File: src/rtl/nanov_spi_arbiter.sv
// SPI flash arbiter for nanoV: shares one SPI device between a continuous
// instruction stream and byte/half/word load-store accesses.
module nanov_spi_arbiter (
  input  logic        clk,
  input  logic        rst,
  input  logic        fetch_req,
  input  logic        fetch_start,
  input  logic [23:0] fetch_addr,
  output logic [31:0] fetch_data,
  output logic        fetch_valid,
  input  logic        data_req,
  input  logic        data_we,
  input  logic [1:0]  data_size,
  input  logic [23:0] data_addr,
  input  logic [31:0] data_wdata,
  output logic [31:0] data_rdata,
  output logic        data_ack,
  output logic        spi_select,
  output logic        spi_clk_enable,
  output logic        spi_out,
  input  logic        spi_data_in
);

  localparam logic [2:0] S_IDLE  = 3'd0;
  localparam logic [2:0] S_CMD   = 3'd1;
  localparam logic [2:0] S_ADDR  = 3'd2;
  localparam logic [2:0] S_XFER  = 3'd3;
  localparam logic [2:0] S_PAUSE = 3'd4;
  localparam logic [2:0] S_DESEL = 3'd5;

  logic [2:0]  state_q, state_d;
  logic [4:0]  bit_cnt_q, bit_cnt_d;
  logic [23:0] fetch_addr_q, fetch_addr_d;
  logic        fetch_active_q, fetch_active_d;
  logic        is_data_q, is_data_d;
  logic        we_q, we_d;
  logic [4:0]  last_q, last_d;
  logic        fetch_valid_q, fetch_valid_d;
  logic        data_ack_q, data_ack_d;
  logic [31:0] fetch_data_q, fetch_data_d;
  logic [31:0] data_rdata_q, data_rdata_d;
  logic [23:0] cmd_addr_q, cmd_addr_d;
  logic [31:0] wdata_q, wdata_d;
  logic [31:0] rx_q, rx_d;

  logic [31:0] rx_next;
  logic [4:0]  bit_idx;
  logic [4:0]  addr_idx;
  logic [7:0]  cmd_byte;
  logic        arb;
  logic        fetch_abort;

  // Byte k of a transfer lands in bits [8k+7:8k], each byte arriving MSB first.
  assign bit_idx  = {bit_cnt_q[4:3], ~bit_cnt_q[2:0]};
  assign addr_idx = 5'd23 - bit_cnt_q;
  assign cmd_byte = {6'b000000, 1'b1, ~(is_data_q & we_q)};

  always_comb begin
    rx_next          = rx_q;
    rx_next[bit_idx] = spi_data_in;
  end

  always_comb begin
    state_d        = state_q;
    bit_cnt_d      = bit_cnt_q;
    fetch_addr_d   = fetch_addr_q;
    fetch_active_d = fetch_active_q;
    is_data_d      = is_data_q;
    we_d           = we_q;
    last_d         = last_q;
    cmd_addr_d     = cmd_addr_q;
    wdata_d        = wdata_q;
    rx_d           = rx_q;
    fetch_data_d   = fetch_data_q;
    data_rdata_d   = data_rdata_q;
    fetch_valid_d  = 1'b0;
    data_ack_d     = 1'b0;
    arb            = 1'b0;
    fetch_abort    = fetch_start & ~is_data_q;

    case (state_q)
      S_IDLE: arb = 1'b1;
      S_CMD: begin
        if (fetch_abort) begin
          state_d = S_DESEL;
        end else if (bit_cnt_q == 5'd7) begin
          state_d   = S_ADDR;
          bit_cnt_d = 5'd0;
        end else begin
          bit_cnt_d = bit_cnt_q + 5'd1;
        end
      end
      S_ADDR: begin
        if (fetch_abort) begin
          state_d = S_DESEL;
        end else if (bit_cnt_q == 5'd23) begin
          state_d   = S_XFER;
          bit_cnt_d = 5'd0;
          rx_d      = '0;
        end else begin
          bit_cnt_d = bit_cnt_q + 5'd1;
        end
      end
      S_XFER: begin
        rx_d = rx_next;
        if (fetch_abort) begin
          state_d = S_DESEL;
        end else if (is_data_q) begin
          if (bit_cnt_q == last_q) begin
            state_d      = S_DESEL;
            data_ack_d   = 1'b1;
            data_rdata_d = rx_next;
          end else begin
            bit_cnt_d = bit_cnt_q + 5'd1;
          end
        end else if (bit_cnt_q == 5'd31) begin
          // Word boundary: publish the word, then decide whether the stream continues.
          fetch_valid_d = 1'b1;
          fetch_data_d  = rx_next;
          fetch_addr_d  = fetch_addr_q + 24'd4;
          bit_cnt_d     = 5'd0;
          if (data_req) begin
            state_d = S_DESEL;
          end else if (!fetch_req) begin
            state_d = S_PAUSE;
          end
        end else begin
          bit_cnt_d = bit_cnt_q + 5'd1;
        end
      end
      S_PAUSE: begin
        if (fetch_abort || data_req) begin
          state_d = S_DESEL;
        end else if (fetch_req) begin
          state_d = S_XFER;
        end
      end
      S_DESEL: begin
        if (is_data_q) begin
          state_d = S_IDLE;
        end else begin
          arb = 1'b1;
        end
      end
      default: state_d = S_IDLE;
    endcase

    // Shared by IDLE and post-fetch DESEL: data wins, otherwise (re)start the stream.
    if (arb) begin
      bit_cnt_d = 5'd0;
      state_d   = S_IDLE;
      if (data_req) begin
        state_d    = S_CMD;
        is_data_d  = 1'b1;
        we_d       = data_we;
        cmd_addr_d = data_addr;
        wdata_d    = data_wdata;
        case (data_size)
          2'd0:    last_d = 5'd7;
          2'd1:    last_d = 5'd15;
          default: last_d = 5'd31;
        endcase
      end else if (fetch_start || (fetch_active_q && fetch_req)) begin
        state_d    = S_CMD;
        is_data_d  = 1'b0;
        cmd_addr_d = fetch_start ? fetch_addr : fetch_addr_q;
      end
    end

    if (fetch_start) begin
      fetch_addr_d   = fetch_addr;
      fetch_active_d = 1'b1;
    end
  end

  always_ff @(posedge clk or posedge rst) begin
    if (rst) begin
      state_q        <= S_IDLE;
      bit_cnt_q      <= 5'd0;
      fetch_addr_q   <= 24'd0;
      fetch_active_q <= 1'b0;
      is_data_q      <= 1'b0;
      we_q           <= 1'b0;
      last_q         <= 5'd0;
      fetch_valid_q  <= 1'b0;
      data_ack_q     <= 1'b0;
      fetch_data_q   <= 32'd0;
      data_rdata_q   <= 32'd0;
    end else begin
      state_q        <= state_d;
      bit_cnt_q      <= bit_cnt_d;
      fetch_addr_q   <= fetch_addr_d;
      fetch_active_q <= fetch_active_d;
      is_data_q      <= is_data_d;
      we_q           <= we_d;
      last_q         <= last_d;
      fetch_valid_q  <= fetch_valid_d;
      data_ack_q     <= data_ack_d;
      fetch_data_q   <= fetch_data_d;
      data_rdata_q   <= data_rdata_d;
    end
  end

  always_ff @(posedge clk) begin
    cmd_addr_q <= cmd_addr_d;
    wdata_q    <= wdata_d;
    rx_q       <= rx_d;
  end

  always_comb begin
    spi_out = 1'b0;
    case (state_q)
      S_CMD:   spi_out = cmd_byte[~bit_cnt_q[2:0]];
      S_ADDR:  spi_out = cmd_addr_q[addr_idx];
      S_XFER:  spi_out = is_data_q & we_q & wdata_q[bit_idx];
      default: spi_out = 1'b0;
    endcase
  end

  assign spi_select     = ~((state_q == S_CMD) || (state_q == S_ADDR) ||
                            (state_q == S_XFER) || (state_q == S_PAUSE));
  assign spi_clk_enable = (state_q == S_CMD) || (state_q == S_ADDR) || (state_q == S_XFER);
  assign fetch_valid    = fetch_valid_q;
  assign fetch_data     = fetch_data_q;
  assign data_ack       = data_ack_q;
  assign data_rdata     = data_rdata_q;

endmodule

File: config.mk
export PLATFORM = sky130hd
export DESIGN_NAME = nanov_spi_arbiter
export DESIGN_NICKNAME = d
export VERILOG_FILES = /design/src/rtl/nanov_spi_arbiter.sv
export SDC_FILE = /design/constraint.sdc
export NUM_CORES = 1
export LEC_CHECK = 0
export CORE_ASPECT_RATIO = 2
export CORE_MARGIN = 1.5
export CORE_UTILIZATION = 53
export DETAILED_ROUTE_END_ITERATION = 12
export PLACE_DENSITY = 0.83
export SLEW_MARGIN = 25
export SYNTH_ARGS = -nofsm -noshare
export SYNTH_HDL_FRONTEND = slang
export SYNTH_SLANG_ARGS = --single-unit
File: constraint.sdc
create_clock -name clk -period 3.7 [get_ports clk]
set_input_delay 0.555 -clock clk [delete_from_list [all_inputs] [get_ports clk]]
set_output_delay 0.555 -clock clk [all_outputs]
set_load 0.1 [all_outputs]
==> flow_summary.toml <==
[status]
outcome = "completed"

[cts]
insertion_delay_ns = 0.44
htree_levels = 4
cts_resized = 0
post-cts-setup-buffer-count = 0
clkTransAtPathRegs_ns = 0.07
numCtsBuffers = 17
root_buffer = "clkbuf_16"
cts-hold-fix-buffers = 0
cts.path.max_buffers = 2
cts_sinks = 192
tritoncts = "yes"

[global_route]
grt_pass1_vias = 6820
grt_pass1_wl_um = 34300
antenna_found_initial = 0
overflow = 0
grt_max_degree = 66
grt_usage = 0.256

[synthesis]
synthTopCellsByCount = "104 x dfrtp_1, 104 x nand2_1, 88 x edfxtp_1"
yosysSeqAreaShare = 0.579
syn_avg_cell_area_um2 = 11.3
synth_edf_count = 88
synth_fp_nets = 901
synthCells = 802
synthTopCellsByArea = "edfxtp_1 29%, dfrtp_1 29%, mux2i_1 6.6%"
synthArstFlopShare = 0.542
ys_ff_latch = 192
ys_types = 65
yosys_warnings = 0
syn_area_um2 = 9060
ys.flop_type = "dfrtp_1"
netlist.area_leader.share = 0.292
synth.largest_area_cell = "edfxtp_1"

[setup_path]
cp-start-kind = "register"
critPathRequiredTime_ns = 3.14
crit_arrival_ns = 2.87
crit_type = "register to primary output"
crit_path_end_kind = "primary output"
worstRegToRegCells = 10
path_max_fanout = 15

[sta]
rsz0062_at_grt = "no"
fin_crit_ns = 3.43
finClkSkew_ns = 0.00997
clock.fmax_mhz = 292
layout_setup_ws_ns = 0.271
period_share = 0.927
max_slew.worst_pin.slew_ns = 1.01
setup-violations-final = 0
relSlewSlack = 0.326
hold_violations = 0
fin_tns_setup_ns = 0
drv_slew = 0

[power]
p_comb_frac = 0.330
swShare = 0.372
p_sw_uw = 2640
p_int_uw = 4470
p_total_uw = 7120
pwr-share-clk = 0.252
peakVddDrop_v = 0.000415
power_frac_seq = 0.418
power.leakage_uw = 0.00442
powerDensity_nw_per_um2 = 628

[routing]
num_vias = 6589
dr.pass1.iters = 6
routed_wl_um = 21500
wl_per_cell_um = 18.5
drc = 0
via_per_inst = 5.69
drt_iter0_markers = 384
antenna_left = 0

[die]
die_y_um = 188
die_w_um = 95.4
rows = 67
initial_core_util = 0.540
core_area_um2 = 16800
ios = 158
dieArea_um2 = 17900

[place]
hpwlAfterDp_um = 15900
placedCellCount = 1127
numPortBuffers = 157
dpl_worst_slack_ns = 0.646
place_congestion = 0.869

[cells_and_area]
diodes = 0
fin_util = 0.676
multi_input_area_um2 = 3490
final_nets = 1038
areaGrowthSynthToFinish_pct = 25.0
instances_no_fill = 1159
drive_gt1_frac = 0.0977
n_fill_cell = 1246
regArea_um2 = 5250

[hold_path]
hold_depth = 1
holdCritPathClass = "register to register"

[run]
drv_cap = 0
final timing paths:
kind,startpoint,endpoint,slack (ns)
hold reg to reg,fetch_active_q,fetch_active_q,0.47
setup reg to reg,bit_cnt_q[0],fetch_data[19],0.61
hold / removal,fetch_active_q,fetch_active_q,0.47
max in group asynchronous,rst,last_q[3],2.22
min in group asynchronous,rst,data_rdata[25],0.55
setup / recovery,bit_cnt_q[0],spi_out,0.27
worst max-delay path: stages (launching register included):
cell and delay, ns:
dfrtp_1 0.79, mux4_2 0.61, mux4_2 0.50, a211o_1 0.34
buf_12 0.19
state kept, by name, indices dropped and copies added, names as in the netlist:
register and flops:
fetch_active_q 1, is_data_q 1, fetch_data 32, we_q 1, cmd_addr_q 24, fetch_valid 1, wdata_q 32, data_rdata 32
last_q 3, state_q 3, fetch_addr_q 24, bit_cnt_q 5, rx_q 32, data_ack 1
power by group through the flow:
stage / registers [µW] / logic [µW] / clock network, µW
after floorplan: 3270 / 1440 / 0
after global placement: 3000 / 2300 / 0
after detailed placement: 3020 / 2340 / 0
after CTS: 2980 / 2350 / 1810
after global routing: 3020 / 2490 / 1900
final: 2980 / 2350 / 1790
cell type report:
type                            count  area share
Tap cell                          207      0.0229
Inverter                           16     0.00552
Sequential cell                   192       0.463
Multi-Input combinational cell    538       0.308
Clock buffer                       17      0.0376
Timing Repair Buffer              174       0.150
Clock inverter                     15      0.0131
stage by stage:
step	hold slack [ns]	instance area (µm²)
6_report	0.473	11300
4_1_cts	0.474	11300
3_5_place_dp	0.456	10800
5_1_grt	0.506	11300
3_3_place_gp	0.453	10800
2_1_floorplan	0.441	9060
cells by family (layout without fill, tap and decap cells):
logic type                 after synthesis  after routing  share of synthesized area
buffers and inverters                   72            222                     0.0372
muxes                                   81             81                      0.105
AOI/OAI and AO/OA                      149            149                     0.0953
and+or+nand+nor                        274            274                      0.146
xor gates and xnor gates                24             24                     0.0232
DFF                                    192            192                      0.579
adders and majority gates               10             10                     0.0138
layer usage:
| layer | GRT usage | routed length, µm |
|---|---|---|
| met5 | 0 | 0 |
| met4 | 0.143 | 1140 |
| met3 | 0.0442 | 693 |
| met2 | 0.472 | 12500 |
| met1 | 0.260 | 7150 |
cell usage in the layout (no fill, tap or decap), types with 4 or more instances in the layout:
master,Yosys,final
mux4_2,9,9
xor2_1,6,6
nand2_1,104,104
o21ai_1,49,49
clkbuf_16,0,17
a2111oi_0,4,4
buf_4,1,19
nand2b_1,7,6
clkdlybuf4s50_1,0,152
o21ai_0,31,31
nor2b_1,12,12
ha_1,10,10
nand4_1,6,6
inv_1,16,15
mux2i_1,60,60
nor3_1,9,9
o21a_1,5,5
edfxtp_1,88,88
nor4_2,6,6
nor2_1,82,79
mux2_2,10,10
inv_6,0,4
xnor2_1,18,18
nand3_1,25,25
dfrtp_1,104,104
a21oi_1,39,39
Power figures use the tool's default switching activity.
